## src/rtl/dshot_pkg.sv

```systemverilog
// Shared definitions for the DShot frame controller.
//   dshotState_t      : controller FSM states
//   CMD_* constants   : special command codes carried in the 6-bit cmd field
//   THROTTLE_MAX      : largest legal throttle value after the -48 offset
//   clampThrottle()   : limits a decoded speed to THROTTLE_MAX
package dshot_pkg;

    typedef enum logic [1:0] {
        DISARMED = 2'd0,
        ARMED    = 2'd1,
        FAILSAFE = 2'd2
    } dshotState_t;

    localparam logic [5:0]  CMD_STOP          = 6'd0;
    localparam logic [5:0]  CMD_SPIN_NORMAL   = 6'd7;
    localparam logic [5:0]  CMD_SPIN_REVERSED = 6'd8;
    localparam logic [5:0]  CMD_MAX           = 6'd47;
    localparam logic [10:0] THROTTLE_MAX      = 11'd1999;

    function automatic logic [10:0] clampThrottle(input logic [10:0] v);
        return (v > THROTTLE_MAX) ? THROTTLE_MAX : v;
    endfunction

endpackage

```

## src/rtl/dshot_timeout_timer.sv

```systemverilog
// Link-loss timer for the frame controller.
//   clk     : clock
//   clear   : synchronous clear (reset, accepted frame, or not armed)
//   enable  : count one cycle when not cleared
//   expired : high in the cycle whose increment would reach TIMEOUT_CYCLES
// The count holds at TIMEOUT_CYCLES-1 instead of running on; the controller
// leaves ARMED on expiry, which clears the timer on the following edge.
module dshot_timeout_timer #(
    parameter int TIMEOUT_CYCLES = 1600000
) (
    input  logic clk,
    input  logic clear,
    input  logic enable,
    output logic expired
);

    localparam int CW = $clog2(TIMEOUT_CYCLES + 1);
    localparam logic [CW-1:0] LAST = CW'(TIMEOUT_CYCLES - 1);

    logic [CW-1:0] count;

    always_ff @(posedge clk) begin
        if (clear)
            count <= '0;
        else if (enable && count != LAST)
            count <= count + CW'(1);
    end

    assign expired = enable && (count == LAST);

endmodule

```

## src/rtl/dshot_frame_controller.sv

```systemverilog
// DShot frame controller: arming, throttle, link-loss failsafe and
// repeated-command execution from decoded DShot frames.
//   clk, reset                  : clock, synchronous active-high reset
//   frame_valid, crc_valid      : frame strobe and CRC status
//   is_special, speed_in,
//   cmd_in, telem_in            : decoded frame fields
//   throttle, armed, failsafe   : motor command and FSM status
//   cmd_strobe, cmd_code        : executed-command pulse and held code
//   spin_reversed               : spin-direction flag (cmd 7 / cmd 8)
//   telem_request               : pulse per accepted frame asking for telemetry
module dshot_frame_controller
    import dshot_pkg::*;
#(
    parameter int TIMEOUT_CYCLES = 1600000,
    parameter int ARM_FRAMES     = 50,
    parameter int CMD_REPEAT     = 6
) (
    input  logic        clk,
    input  logic        reset,
    input  logic        frame_valid,
    input  logic        crc_valid,
    input  logic        is_special,
    input  logic [10:0] speed_in,
    input  logic [5:0]  cmd_in,
    input  logic        telem_in,
    output logic [10:0] throttle,
    output logic        armed,
    output logic        failsafe,
    output logic        cmd_strobe,
    output logic [5:0]  cmd_code,
    output logic        spin_reversed,
    output logic        telem_request
);

    localparam int AW = $clog2(ARM_FRAMES + 1);
    localparam int CW = $clog2(CMD_REPEAT + 1);
    localparam logic [AW-1:0] ARM_LAST = AW'(ARM_FRAMES - 1);
    localparam logic [CW-1:0] CMD_FULL = CW'(CMD_REPEAT);

    dshotState_t   state, nextState;
    logic [AW-1:0] armCnt;
    logic [CW-1:0] cmdCnt, cmdCntNext;
    logic [5:0]    prevCmd;
    logic          accepted, isStop, isCmd, cmdCountable, cmdMatch, cmdExec;
    logic          armReach, toExpired;

    assign accepted     = frame_valid && crc_valid;
    assign isStop       = is_special && (cmd_in == CMD_STOP);
    assign isCmd        = is_special && (cmd_in != CMD_STOP) && (cmd_in <= CMD_MAX);
    // Commands only count while the motor is commanded to zero.
    assign cmdCountable = accepted && isCmd && (throttle == 11'd0);
    // A zero count means no sequence is in progress, so any code starts fresh.
    assign cmdMatch     = (cmdCnt != '0) && (cmd_in == prevCmd);
    assign armReach     = (armCnt == ARM_LAST);

    always_comb begin
        cmdCntNext = CW'(1);
        if (cmdMatch)
            cmdCntNext = (cmdCnt == CMD_FULL) ? cmdCnt : cmdCnt + CW'(1);
    end

    // Fires only on the transition into a full count, so held repeats stay quiet.
    assign cmdExec = cmdCountable && (cmdCntNext == CMD_FULL) && (cmdCnt != CMD_FULL);

    dshot_timeout_timer #(.TIMEOUT_CYCLES(TIMEOUT_CYCLES)) uTimer (
        .clk    (clk),
        .clear  (reset || accepted || state != ARMED),
        .enable (state == ARMED),
        .expired(toExpired)
    );

    always_comb begin
        nextState = state;
        case (state)
            DISARMED: if (accepted && isStop && armReach) nextState = ARMED;
            // An accepted frame on the expiry cycle wins over the timeout.
            ARMED:    if (!accepted && toExpired)         nextState = FAILSAFE;
            FAILSAFE: if (accepted)                       nextState = DISARMED;
            default:                                      nextState = DISARMED;
        endcase
    end

    assign armed    = (state == ARMED);
    assign failsafe = (state == FAILSAFE);

    always_ff @(posedge clk) begin
        if (reset) begin
            state         <= DISARMED;
            armCnt        <= '0;
            cmdCnt        <= '0;
            prevCmd       <= '0;
            throttle      <= '0;
            cmd_strobe    <= 1'b0;
            cmd_code      <= '0;
            spin_reversed <= 1'b0;
            telem_request <= 1'b0;
        end else begin
            state         <= nextState;
            cmd_strobe    <= 1'b0;
            telem_request <= accepted && telem_in;

            // Arm count restarts on arming and on leaving failsafe.
            if (accepted && state == DISARMED)
                armCnt <= (isStop && !armReach) ? armCnt + AW'(1) : '0;
            else if (accepted && state == FAILSAFE)
                armCnt <= '0;

            if (state == ARMED) begin
                if (accepted)
                    throttle <= is_special ? 11'd0 : clampThrottle(speed_in);
                else if (toExpired)
                    throttle <= 11'd0;
            end else begin
                throttle <= 11'd0;
            end

            if (cmdCountable) begin
                cmdCnt  <= cmdCntNext;
                prevCmd <= cmd_in;
                if (cmdExec) begin
                    cmd_strobe <= 1'b1;
                    cmd_code   <= cmd_in;
                    if (cmd_in == CMD_SPIN_NORMAL)
                        spin_reversed <= 1'b0;
                    else if (cmd_in == CMD_SPIN_REVERSED)
                        spin_reversed <= 1'b1;
                end
            end else if (accepted) begin
                cmdCnt <= '0;
            end
        end
    end

endmodule

```

## config.mk

```make
export PLATFORM = sky130hd
export DESIGN_NAME = dshot_frame_controller
export DESIGN_NICKNAME = d
export VERILOG_FILES = /design/src/rtl/dshot_pkg.sv /design/src/rtl/dshot_timeout_timer.sv /design/src/rtl/dshot_frame_controller.sv
export SDC_FILE = /design/constraint.sdc
export NUM_CORES = 1
export LEC_CHECK = 0
export ABC_AREA = 1
export BUFFER_PORTS_ARGS = -buffer_cell sky130_fd_sc_hd__buf_2
export CORE_MARGIN = 2
export CORE_UTILIZATION = 40
export CTS_CLUSTER_SIZE = 8
export DETAILED_ROUTE_END_ITERATION = 16
export GPL_TIMING_DRIVEN = 1
export HOLD_SLACK_MARGIN = 0.03
export SETUP_SLACK_MARGIN = 0.4
export SYNTH_ARGS = -nofsm -noshare
export SYNTH_HDL_FRONTEND = slang
export SYNTH_HIERARCHICAL = 1
export SYNTH_SLANG_ARGS = --single-unit
```

## constraint.sdc

```tcl
create_clock -name clk -period 2 [get_ports clk]
set_clock_uncertainty 0.05 [all_clocks]
set_input_delay 0 -clock clk [delete_from_list [all_inputs] [get_ports clk]]
set_output_delay 0 -clock clk [all_outputs]
set_load 0.05 [all_outputs]
```

==> run summary <==
TritonRoute pass-1 iters = 4
Final worst slack = 339.9 ps
DR WL/cell = 12.07 um
Cells after synthesis = 476
Max cap viols = 0
#FFs+latches synth = 58
WP data required = 2190 ps
WHS = 51.70 ps
Port Buf Inserts = 44
Slowest stage delay, CP = 380 ps
CP endpoint kind = register
Final period util = 83.01%
CP delay by family, top = simple AND/OR/NAND/NOR gates
Achievable Freq = 602.4 MHz
Die H = 93.71 um
Antenna diodes = 0
DP Cell Count = 617
Crit path launch type = register
# rows = 32
Crit path kind = register to register
CTS Buffer Depth = 2
I/O pin cnt = 45
Relative slew slack = 56.36%
Routed vias = 3183
Tmin final = 1660 ps
Critical Path AT = 1850 ps
CP Max Fanout = 7
CTS tree = yes
DP Wirelength = 5.305 mm
CP bufs+invs = 3
Remaining DRCs = 0
DIE WIDTH = 93.71 um
Most common cell after layout, fill and taps aside = nand2_1
DRT Wirelength = 8.114 mm
RSZ-0062 raised after global routing = yes
Commonest non-fill, non-tap cells in the layout = 119 x nand2_1, 58 x nor2_1, 43 x inv_1, 43 x buf_2, 38 x dfxtp_1
Post-synthesis sequential area ratio = 36.07%
Pwr dens = 548.0 nW/um^2
Total CTS buffers = 9
Slew @ Worst Pin = 652.2 ps
Final setup violation count = 0
Clk slew on worst S/H paths = 70 ps
Final net count = 594
Run status = finished clean
Worst skew pair latency = 350 ps
Root Driver = clkbuf_8
First DRT Iteration DRCs = 65
CTS Sinks = 58
Async S/R FF share, synth = 0%
HP Class = input pin to register
Tot GR Track Use = 20.06%
H-tree depth = 3
Place WS = 117.0 ps
Gr ovfl total = 0
Via-per-instance ratio = 4.737
Yosys warns = 6
First-pass GRT wire length = 14.07 mm
Leakage Power = 1.751 nW
CP cell instances = inv_4 > ha_4 > nand2_2 > nand2_1 > inv_1 > nand3_2 > nor2_4 > nand3_4 > nor2_8 > inv_8 > nor2_2 > nor2_1
Syn Area/Cell = 6.763 um^2
Starting Density = 41.45%
Number of synthesized flops with an enable pin = 0
GP Congestion = 0.8363
Vias in the first global route = 3086
Core area = 7767 um^2
Non-Filler Instances = 672
Layout area overhead = 35.99%
DIE AREA = 8782 um^2
Antenna Nets Post-Route = 0
Final Hold Vio Count = 0
Share of layout cells above drive strength 1 = 30.88%
Syn nets = 505
Fill count = 747
Maximum vdd ir drop = 362.5 uV
Top_reg_cell synth = dfxtp_1
TNS Setup = 0 ps
Distinct cells, synth = 35
Initial antenna violation count = 0
Worst path slowest cell = dfxtp_4
Post-synthesis cell area = 3219 um^2
Largest net degree at the start of global routing = 20
Fin. max-slew vios = 0
## routing by layer
| metal | vias up | global-route usage (%) | part of all wire (%) |
|---|---|---|---|
| li1 | 1695 | - | - |
| met1 | 1425 | 24.96 | 44 |
| met2 | 55 | 34.11 | 51 |
| met3 | 8 | 5.698 | 4.0 |
| met4 | 0 | 5.072 | 1.2 |
| met5 | - | 0 | 0 |
## final timing paths
kind,to,slack [ps],from,cells after the start
max reg2reg,cmd_code[4],340,cmdCnt[1],12
min reg2reg,throttle[0],420,throttle[0],2
min,state[1],50,crc_valid,4
max,cmd_code[4],340,cmdCnt[1],12
## worst min-delay path, stage by stage
cell,delay [ps]
buf_2,80
nand2_2,120
a21oi_1,160
nor2_1,40
## cell families (layout without fill, tap and decap cells)
kind of cell	after synthesis	in the layout	share of synthesized area, %
AND/OR/NAND/NOR	270	272	38.44
buffers and inverters	63	155	8.395
XOR/XNOR	12	12	3.265
flip-flops	58	58	36.07
adder cells (fa/ha/maj)	6	6	2.332
AO/OA/AOI/OAI	67	67	11.50
## through the flow
stage	utilization (%)	cell area (um^2)	power (mW)
floorplan	-	3281	1.316
global placement	46.23	3591	1.365
detailed placement	46.23	3591	1.367
CTS	53.01	4118	2.405
global route	56.36	4378	2.506
finish	56.36	4378	2.399
## power breakdown
group / leakage (nW) / internal [mW] / total [mW] / switching [mW]
Clock: 0.0882 / 0.482 / 0.993 / 0.511
Combinational: 1.18 / 0.0990 / 0.238 / 0.139
Sequential: 0.479 / 1.16 / 1.17 / 0.00767
## state kept, by name, indices dropped and copies added (netlist names), 2 cells and up
| signal | cells |
|---|---|
| state | 2 |
| uTimer/count | 21 |
| cmdCnt | 3 |
| armCnt | 6 |
| throttle | 11 |
| cmd_code | 6 |
| prevCmd | 6 |
## cells in the mapped netlist, types with 2 or more instances
master | instances | area (um^2)
xnor2_1 | 6 | 52.55
nand2_2 | 8 | 50.05
xor2_1 | 6 | 52.55
nor2_1 | 70 | 262.8
o21ai_1 | 7 | 35.03
nand2_1 | 126 | 473.0
nand3b_1 | 6 | 45.04
nand3_1 | 27 | 135.1
nand4_1 | 6 | 37.54
clkbuf_1 | 6 | 22.52
a21oi_2 | 8 | 70.07
nor4_1 | 2 | 12.51
nand3_2 | 3 | 30.03
inv_1 | 48 | 180.2
nand2_4 | 2 | 22.52
dfxtp_1 | 58 | 1161
o21ai_0 | 17 | 85.08
ha_1 | 6 | 75.07
buf_4 | 2 | 15.01
a21oi_1 | 33 | 165.2
nor3_1 | 4 | 20.02
nor2_2 | 8 | 50.05
nor2_4 | 4 | 45.04
inv_2 | 2 | 7.510
## cell type report
class	count	area, um^2	share of cell area [%]
inverters	53	220.2	5.030
clock buffers	10	137.6	3.144
multi-input cells	357	2023	46.21
clock inverters	6	42.54	0.9717
flip-flops and latches	58	1194	27.26
well taps	102	127.6	2.915
repair buffers	86	633.1	14.46
## timing repair
| item | 4_1_cts | 5_1_grt |
|---|---|---|
| hold buffers | 23 | 2 |
| endpoints found under the setup margin | 36 | 58 |
| resized for setup | 11 | 59 |
| endpoints found under the hold margin | 34 | 1 |
| cloned | 2 | 0 |
| pin swaps | 12 | 10 |
| setup buffers | 4 | 8 |
(Power assumes the default switching activity.)
